**src/rtl/operand2_shifter_pipe.sv**
```systemverilog
// operand2_shifter_pipe: two-stage pipelined operand-2 generator.
// Stage 1 decodes the addressing mode and the effective shift amount.
// Stage 2 runs the barrel shifter and the carry logic, then registers
// val_2 and carry_out. A valid/ready handshake provides backpressure,
// and flush kills both stages.
module operand2_shifter_pipe #(
    parameter int DATA_W = 32,
    parameter int IMM_W  = 8,
    parameter int OFFS_W = 12
) (
    input  logic              clk,
    input  logic              rst,
    input  logic              flush,
    input  logic              in_valid,
    output logic              in_ready,
    input  logic [DATA_W-1:0] rm,
    input  logic [DATA_W-1:0] rs,
    input  logic [11:0]       shift_operand,
    input  logic              imm,
    input  logic              select,
    input  logic              carry_in,
    output logic              out_valid,
    input  logic              out_ready,
    output logic [DATA_W-1:0] val_2,
    output logic              carry_out
);

    localparam int         SH_W = $clog2(DATA_W);
    localparam logic [7:0] W_N  = 8'(DATA_W);

    localparam logic [1:0] MODE_OFFSET    = 2'd0;
    localparam logic [1:0] MODE_ROT_IMM   = 2'd1;
    localparam logic [1:0] MODE_SHIFT_IMM = 2'd2;
    localparam logic [1:0] MODE_SHIFT_REG = 2'd3;

    localparam logic [1:0] TYPE_LSL = 2'd0;
    localparam logic [1:0] TYPE_LSR = 2'd1;
    localparam logic [1:0] TYPE_ASR = 2'd2;
    localparam logic [1:0] TYPE_ROR = 2'd3;

    // Rotate right. Shifting left by (-a mod W) gives the wrapped bits;
    // when a is 0 both terms equal x, so the OR still returns x.
    function automatic logic [DATA_W-1:0] rotr(input logic [DATA_W-1:0] x,
                                               input logic [SH_W-1:0]   a);
        logic [SH_W-1:0] a_neg;
        a_neg = SH_W'(0) - a;
        return (x >> a) | (x << a_neg);
    endfunction

    // Only the low byte of rs is used as a shift amount.
    generate
        if (DATA_W > 8) begin : g_rs_hi
            logic unused_rs_hi;
            assign unused_rs_hi = |rs[DATA_W-1:8];
        end
    endgenerate

    // Handshake and stage-advance controls
    logic v1_q, v1_d, v2_q, v2_d;
    logic adv1, adv2, take, load2;

    assign adv2     = !v2_q | out_ready;
    assign adv1     = !v1_q | adv2;
    assign in_ready = adv1 & !flush;
    assign take     = in_valid & in_ready;
    assign load2    = adv2 & v1_q & !flush;

    // Stage-1 registers
    logic [DATA_W-1:0] rm_q;
    logic              cin_q;
    logic [1:0]        mode_q, mode_d;
    logic [1:0]        type_q, type_d;
    logic [7:0]        n_q, n_d;
    logic              rrx_q, rrx_d;
    logic [11:0]       op_q;

    // Stage-2 registers
    logic [DATA_W-1:0] val_q, val_d;
    logic              c_q, c_d;

    // Mode priority and effective shift amount, including the #0 special cases
    always_comb begin
        mode_d = MODE_SHIFT_REG;
        type_d = shift_operand[6:5];
        n_d    = 8'd0;
        rrx_d  = 1'b0;
        if (select)
            mode_d = MODE_OFFSET;
        else if (imm)
            mode_d = MODE_ROT_IMM;
        else if (!shift_operand[4])
            mode_d = MODE_SHIFT_IMM;

        if (mode_d == MODE_SHIFT_IMM) begin
            n_d = {3'b000, shift_operand[11:7]};
            if (shift_operand[11:7] == 5'd0) begin
                if (type_d == TYPE_LSR || type_d == TYPE_ASR)
                    n_d = W_N;
                else if (type_d == TYPE_ROR)
                    rrx_d = 1'b1;
            end
        end else if (mode_d == MODE_SHIFT_REG) begin
            n_d = rs[7:0];
        end
    end

    // Valid bits for both stages; flush overrides every handshake
    always_comb begin
        v1_d = v1_q;
        v2_d = v2_q;
        if (flush) begin
            v1_d = 1'b0;
            v2_d = 1'b0;
        end else begin
            if (adv1) v1_d = take;
            if (adv2) v2_d = v1_q;
        end
    end

    // Shifter and carry generation from the stage-1 registers
    logic [SH_W-1:0]   k, k_dec, k_neg, rot_amt;
    logic [DATA_W-1:0] imm_ext, rot_val;
    logic              n_lt_w, n_eq_w;

    always_comb begin
        val_d   = rm_q;
        c_d     = cin_q;
        k       = n_q[SH_W-1:0];
        k_dec   = k - SH_W'(1);
        k_neg   = SH_W'(0) - k;
        n_lt_w  = n_q < W_N;
        n_eq_w  = n_q == W_N;
        rot_amt = SH_W'({op_q[11:8], 1'b0});
        imm_ext = DATA_W'(op_q[IMM_W-1:0]);
        rot_val = rotr(imm_ext, rot_amt);

        case (mode_q)
            MODE_OFFSET: begin
                val_d = DATA_W'(op_q[OFFS_W-1:0]);
                c_d   = cin_q;
            end
            MODE_ROT_IMM: begin
                val_d = rot_val;
                c_d   = (op_q[11:8] == 4'd0) ? cin_q : rot_val[DATA_W-1];
            end
            default: begin
                if (rrx_q) begin
                    val_d = {cin_q, rm_q[DATA_W-1:1]};
                    c_d   = rm_q[0];
                end else if (n_q != 8'd0) begin
                    case (type_q)
                        TYPE_LSL: begin
                            if (n_lt_w) begin
                                val_d = rm_q << k;
                                c_d   = rm_q[k_neg];
                            end else begin
                                val_d = '0;
                                c_d   = n_eq_w ? rm_q[0] : 1'b0;
                            end
                        end
                        TYPE_LSR: begin
                            if (n_lt_w) begin
                                val_d = rm_q >> k;
                                c_d   = rm_q[k_dec];
                            end else begin
                                val_d = '0;
                                c_d   = n_eq_w ? rm_q[DATA_W-1] : 1'b0;
                            end
                        end
                        TYPE_ASR: begin
                            if (n_lt_w) begin
                                val_d = $unsigned($signed(rm_q) >>> k);
                                c_d   = rm_q[k_dec];
                            end else begin
                                val_d = {DATA_W{rm_q[DATA_W-1]}};
                                c_d   = rm_q[DATA_W-1];
                            end
                        end
                        default: begin
                            if (k == '0) begin
                                val_d = rm_q;
                                c_d   = rm_q[DATA_W-1];
                            end else begin
                                val_d = rotr(rm_q, k);
                                c_d   = rm_q[k_dec];
                            end
                        end
                    endcase
                end
            end
        endcase
    end

    // Pipeline valid flags
    always_ff @(posedge clk or negedge rst) begin
        if (!rst) begin
            v1_q <= 1'b0;
            v2_q <= 1'b0;
        end else begin
            v1_q <= v1_d;
            v2_q <= v2_d;
        end
    end

    // Stage-1 decode registers, loaded on an accepted request
    always_ff @(posedge clk or negedge rst) begin
        if (!rst) begin
            rm_q   <= '0;
            cin_q  <= 1'b0;
            mode_q <= MODE_OFFSET;
            type_q <= TYPE_LSL;
            n_q    <= 8'd0;
            rrx_q  <= 1'b0;
            op_q   <= 12'd0;
        end else if (take) begin
            rm_q   <= rm;
            cin_q  <= carry_in;
            mode_q <= mode_d;
            type_q <= type_d;
            n_q    <= n_d;
            rrx_q  <= rrx_d;
            op_q   <= shift_operand;
        end
    end

    // Stage-2 result registers; held while the consumer stalls
    always_ff @(posedge clk or negedge rst) begin
        if (!rst) begin
            val_q <= '0;
            c_q   <= 1'b0;
        end else if (load2) begin
            val_q <= val_d;
            c_q   <= c_d;
        end
    end

    assign out_valid = v2_q;
    assign val_2     = val_q;
    assign carry_out = c_q;

endmodule

```
**config.mk**
```make
export PLATFORM = sky130hd
export DESIGN_NAME = operand2_shifter_pipe
export DESIGN_NICKNAME = d
export VERILOG_FILES = /design/src/rtl/operand2_shifter_pipe.sv
export SDC_FILE = /design/constraint.sdc
export NUM_CORES = 1
export LEC_CHECK = 0
export BUFFER_PORTS_ARGS = -buffer_cell sky130_fd_sc_hd__buf_2
export CAP_MARGIN = 20
export CORE_MARGIN = 2
export CORE_UTILIZATION = 56
export CTS_CLUSTER_DIAMETER = 40
export CTS_CLUSTER_SIZE = 40
export DETAILED_ROUTE_END_ITERATION = 10
export PLACE_DENSITY = 0.78
export SLEW_MARGIN = 15
export SYNTH_ARGS = -nofsm -noshare
export SYNTH_HDL_FRONTEND = slang
export SYNTH_SLANG_ARGS = --single-unit
export TNS_END_PERCENT = 30
```
**constraint.sdc**
```tcl
create_clock -name clk -period 3.6 [get_ports clk]
set_input_delay 0.72 -clock clk [delete_from_list [all_inputs] [get_ports clk]]
set_output_delay 0.72 -clock clk [all_outputs]
set_load 0.02 [all_outputs]
```
After elaboration in Yosys (flattened, before gate mapping)
Index checks and enable logic that the tools add are counted.
{"block": "totals", "register_bits": 93, "latch_bits": 0, "mem_bits_rw": 0, "mem_bits_ro": 0, "input_bits": 84, "out_inout_bits": 35, "wordCells": 90, "n_memories": 0}
{"block": "classes", "n_addsub": 3, "n_mul": 0, "div_mod_pow": 0, "n_lt_le_gt_ge": 3, "eq_ne": 9, "shift": 6, "n_mux": 38, "n_bitwise": 8, "reduce_logical": 12}
{"op": "32-bit two-way mux", "count": 6}
{"op": "32-bit one-hot mux with 3 select lines", "count": 1}
{"op": "32-bit OR", "count": 2}
{"op": "32-bit one-hot mux with 2 select lines", "count": 1}
{"op": "32-bit by 5-bit << shifter with 32-bit output", "count": 2}
{"op": "8-bit by 5-bit << shifter with 32-bit output", "count": 1}
{"op": "32-bit by 5-bit >> shifter with 32-bit output", "count": 1}
{"op": "8-bit by 5-bit >> shifter with 32-bit output", "count": 1}
{"op": "32-bit by 5-bit >>> shifter with 32-bit output", "count": 1}
{"op": "1-bit two-way mux", "count": 20}
{"op": "8-bit two-way mux", "count": 2}
{"op": "5-bit by 6-bit less-than comparator with 1-bit output (second input constant)", "count": 2}
{"op": "6-bit two-way mux", "count": 2}
{"op": "1-bit binary-select mux with 5-bit select", "count": 2}
{"op": "2-bit equality test (second input constant)", "count": 5}
{"op": "5-bit zero test", "count": 2}
{"op": "1-bit by 5-bit subtractor with 5-bit output (first input constant)", "count": 2}
{"op": "8-bit by 6-bit equality test with 1-bit output (second input constant)", "count": 1}
{"op": "8-bit by 6-bit less-than comparator with 1-bit output (second input constant)", "count": 1}
{"op": "8-bit nonzero test", "count": 1}
{"op": "2-bit by 1-bit equality test with 1-bit output (second input constant)", "count": 3}
{"op": "5-bit by 1-bit subtractor with 5-bit output (second input constant)", "count": 1}
{"op": "1-bit AND", "count": 4}
{"op": "2-bit zero test", "count": 2}
{"op": "other kinds (8)", "count": 13}

Depth between registers and ports, before layout
{"block": "logic_depth", "ltp_word": 8, "depth_mapped": 18, "depth_no_buf": 12}

Least setup slack after synthesis
No wires, ideal clock.
{"block": "synth_path", "kind": "register -> register", "startpoint": "register n_q[0]", "endpoint": "register val_q[14] (netlist: val_2[14])", "setup_time_ns": 0.120, "arrival_ns": 3.873, "required_time_ns": 3.480, "slack_ns": -0.393, "path_stages_with_launch": 18, "synth_period_minus_slack_ns": 3.993, "cell_sequence": "dfrtp_1 > buf_6 > inv_2 > buf_6 > buf_4 > clkbuf_1 > ha_1 > or3b_2 > clkbuf_1 > inv_1 > ha_1 > and3b_1 > clkbuf_1 > a21oi_1 > o31ai_1 > a221oi_1 > o311ai_1 > a31o_2"}
{"block": "synth_via", "elab_chain_cells": 8, "word_cells_on_any_way": 17, "classes_between": "add/sub (1); order compare (1); shift (4); mux (8); bitwise (1); reduce/logical (2)"}
{"item": "start, declared", "line_no": "73", "rtl": "logic [7:0] n_q, n_d;"}
{"item": "start signal, assigned", "line_no": "220", "rtl": "n_q <= n_d;"}
{"item": "1-bit by 5-bit subtractor with 5-bit output", "line_no": "46", "rtl": "a_neg = SH_W'(0) - a;"}
{"item": "32-bit by 5-bit << shifter with 32-bit output", "line_no": "47", "rtl": "return (x >> a) | (x << a_neg);"}
{"item": "32-bit OR", "line_no": "47"}
{"item": "32-bit two-way mux", "line_no": "180", "rtl": "if (k == '0) begin"}
{"item": "32-bit one-hot mux with 3 select lines", "line_no": "151", "rtl": "case (type_q)"}
{"item": "32-bit two-way mux (*)", "line_no": "150", "rtl": "end else if (n_q != 8'd0) begin"}
{"item": "32-bit two-way mux (*)", "line_no": "147", "rtl": "if (rrx_q) begin"}
{"item": "32-bit one-hot mux with 2 select lines (*)", "line_no": "137", "rtl": "case (mode_q)"}
{"item": "end signal, assigned", "line_no": "232", "rtl": "val_q <= val_d;"}
{"item": "end, declared", "line_no": "78", "rtl": "logic [DATA_W-1:0] val_q, val_d;"}
Every way passes the cells marked *; elsewhere a longest branch is shown, timed or not.
A chain may end at the register's enable or synchronous reset.

Worst setup path after layout
{"block": "layout_path", "startpoint": "register n_q[1]", "endpoint": "register val_q[30] (netlist: val_2[30])"}
Same word-level chain as after synthesis.

==> metrics.md <==
| Metric | Value |
|---|---|
| Sw Ratio | `between 50 and 60%` |
| Fin crit period | `~3.5 ns` |
| Area Overhead vs Synth | `11.8%` |
| Final Hold Viols | `0` |
| Post-synthesis register bit count | `slightly above 90` |
| Critical Path End | `val_2[30]` |
| Detailed Place HPWL | `about 49000 µm` |
| Post-CTS Setup Bufs | `0` |
| DR iter-0 viols | `between 2000 and 3000` |
| Clk root buf | `clkbuf_16` |
| Top cells by count, synth | `nand2_1 (161), nor2_1 (122), mux2i_1 (116)` |
| Clock power frac | `13.1%` |
| Vias per inst | `around 8` |
| Post-Place Cells | `approximately 1900` |
| Wirelength per Cell | `roughly 35 µm` |
| Cells after synthesis | `roughly 1500` |
| DRC Markers | `0` |
| EDFF count, synth | `0` |
| F_max | `284 MHz` |
| Ranking of synthesized cells by area | `dfrtp_1 (17%), mux4_2 (15%), mux2_2 (9.7%), mux2i_1 (8.9%), nand2_1 (4.6%)` |
| Synth area leader | `dfrtp_1` |
| Primary FF master, synth | `dfrtp_1` |
| I/O pins | `around 120` |
| Crit path capture type | `flip-flop` |
| Final setup fails | `0` |
| Tightest Pin Transition | `1.04 ns` |
| Distinct cells, synth | `90` |
| Synth top area share | `17.5%` |
| Hold-fix buffers, CTS | `0` |
| Synth async-reset ratio | `between 90% and 100%` |
| Vias in the first global route | `about 14000` |
| Largest net degree at the start of global routing | `75` |
| PostCTS Resize Cnt | `0` |
| Port Buffers | `between 90 and 100` |
| Min-Delay Path Class | `primary input to asynchronous set/reset pin` |
| CTS buffer count | `9` |
| Synth Cell Area | `about 13000 µm²` |
| CTS tree | `yes` |
| Yosys warns | `0` |
| Clk_lat worst skew | `0.36 ns` |
| Status | `finished clean` |
| RSZ-0062 raised after global routing | `no` |
| Setup CP Type | `flip-flop to flip-flop` |
| Aggregate global-route resource usage | `between 50% and 60%` |
| Internal power | `~0.0038 W` |
| Worst EP arrival | `around 3.8 ns` |
| Critical Path Source Type | `flip-flop` |
| Post-Syn Nets | `roughly 1600` |
| R2r worst-path depth | `9` |
| Post-route clock period utilization | `a little over nine tenths` |
| Part of the power in registers | `between 20% and 30%` |
| Register-to-register setup slack | `~0.081 ns` |
| Layout Nets | `approximately 1700` |
| H-tree Lvls | `3` |
| Mean Syn Cell Area | `roughly 8.5 µm²` |
| Combinational Power Share | `approximately two thirds` |
| Setup TNS | `0 ns` |
| Routability cong. | `approximately 1.2` |
| Crit-path max FO | `33` |
| GR Overflow Total | `0` |
| RR Endpoint | `val_2[30]` |
| Most common cell in the netlist | `nand2_1` |
| Site Rows | `between 50 and 60` |
| Antenna Nets Post-Route | `0` |
| Detailed Routing Iterations Pass 1 | `9` |
| Critical Path RT | `between 3 and 4 ns` |
| Fraction of final layout cells sized beyond drive strength 1 | `30.8%` |
| P_sw | `about 0.0042 W` |
| Clock-pin slew of the registers on the worst-case setup and hold paths | `about 0.090 ns` |
| Core area | `around 23000 µm²` |
| Sequential area share after synthesis | `between 10% and 20%` |
| Chip height | `157 µm` |
| Chip Width | `roughly 160 µm` |
| Total die area | `roughly 25000 µm²` |
| Max-cap check violation count | `0` |
| Pleak | `about 5.7 nW` |
| Worst setup path startpoint | `n_q[1]` |
| Slew Viols, Final | `0` |
| Initial antenna violation count | `4` |
| WL final | `roughly 66000 µm` |
| Vias | `between 15000 and 20000` |
| Worst Skew | `roughly 0.016 ns` |
| CTS Buffer Depth | `2` |
| CTS sink cnt | `between 90 and 100` |
| Initial Util | `a little under three fifths` |
| PD cells | `around 550 nW/µm²` |
| Slew headroom | `roughly 29%` |
| Reg2reg start | `n_q[1]` |
| Non-Filler Instances | `around 1900` |
| First-pass GRT wire length | `roughly 96000 µm` |
| Peak supply drop | `roughly 0.0004 V` |
[state kept, by name (all words and copies together) (netlist names), 2 cells and up]
| register | flops |
|---|---|
| rm_q | 32 |
| val_2 | 32 |
| op_q | 11 |
| n_q | 8 |
| mode_q | 2 |
[cells in the final DEF, fill, tap and decap left out, types with 15 or more instances in the layout]
| cell type | n |
|---|---|
| o221ai_1 | 17 |
| buf_4 | 137 |
| mux4_2 | 85 |
| nand3_1 | 38 |
| a31oi_1 | 17 |
| o21ai_0 | 93 |
| a221oi_1 | 19 |
| nand2_1 | 160 |
| o31ai_1 | 15 |
| nor3_1 | 33 |
| dfrtp_1 | 87 |
| a211oi_1 | 32 |
| mux2_2 | 112 |
| o22ai_1 | 25 |
| nor2_1 | 121 |
| a21oi_1 | 77 |
| mux2i_1 | 116 |
| buf_2 | 93 |
[power groups by stage]
stage / Clock, W / Sequential (W) / Combinational, W
floorplan: 0 / 0.00152 / 0.00308
global placement: 0 / 0.00163 / 0.00491
detailed placement: 0 / 0.00164 / 0.00496
CTS: 0.00105 / 0.00162 / 0.00498
global route: 0.00109 / 0.00167 / 0.00541
finish: 0.00105 / 0.00169 / 0.00530
[metrics by stage]
stage | util, % | hold WS [ns] | power, W | instance area [µm²] | worst slack [ns]
final | 64.0 | 0.471 | 0.00805 | 14600 | 0.0809
after global routing | 64.0 | 0.536 | 0.00817 | 14600 | 0.00491
after CTS | 64.0 | 0.497 | 0.00766 | 14600 | 0.193
after detailed placement | 62.6 | 0.513 | 0.00661 | 14300 | 0.212
after global placement | 62.6 | 0.496 | 0.00654 | 14300 | 0.267
after floorplan | - | 0.424 | 0.00461 | 13100 | 0.0116
[how the worst min path moves through the flow]
stage / startpoint / cells after the start / slack [ns] / end
CTS: rst / 1 / 0.50 / val_2[5]
floorplan: rst / 0 / 0.42 / carry_out
global placement: val_2[23] / 2 / 0.50 / val_2[23]
detailed placement: val_2[23] / 2 / 0.51 / val_2[23]
finish: rst / 1 / 0.47 / val_2[5]
global route: rst / 1 / 0.54 / val_2[5]
[final cells by class]
type                    instances  area, µm²
well taps                     313        392
flip-flops and latches         91       2290
repair buffers                240       1690
diodes                          2       5.00
clock inverters                 7       82.6
multi-input cells            1235       9820
fillers                      1917       8200
clock buffers                   9        225
inverters                      17       66.3
[cells by family after synthesis]
logic type	count (synthesis)	synth area share (%)
compound gates	456	24.2
xor+xnor	7	0.585
fa+ha+maj	4	0.384
buf+inv	202	7.58
flops	91	17.5
mux	317	33.9
simple gates	451	15.9
[critical path: stages (launching register included)]
cell       delay [ns]
dfrtp_4          0.43
inv_1            0.08
ha_4             0.56
buf_4            0.30
mux4_2           0.31
a2111oi_0        0.94
o41ai_1          0.15
a221oi_1         0.38
buf_4            0.19
o21ai_1          0.06
[metal layers]
layer	share of wire [%]	track usage, %	up-vias	wire [µm]
li1	-	-	6056	-
met2	39	74.4	1579	25800
met3	17	23.8	443	11000
met4	9.1	34.0	6	6020
met5	0.12	1.66	-	80
met1	35	68.7	7227	23300
(Power assumes the default switching activity.)
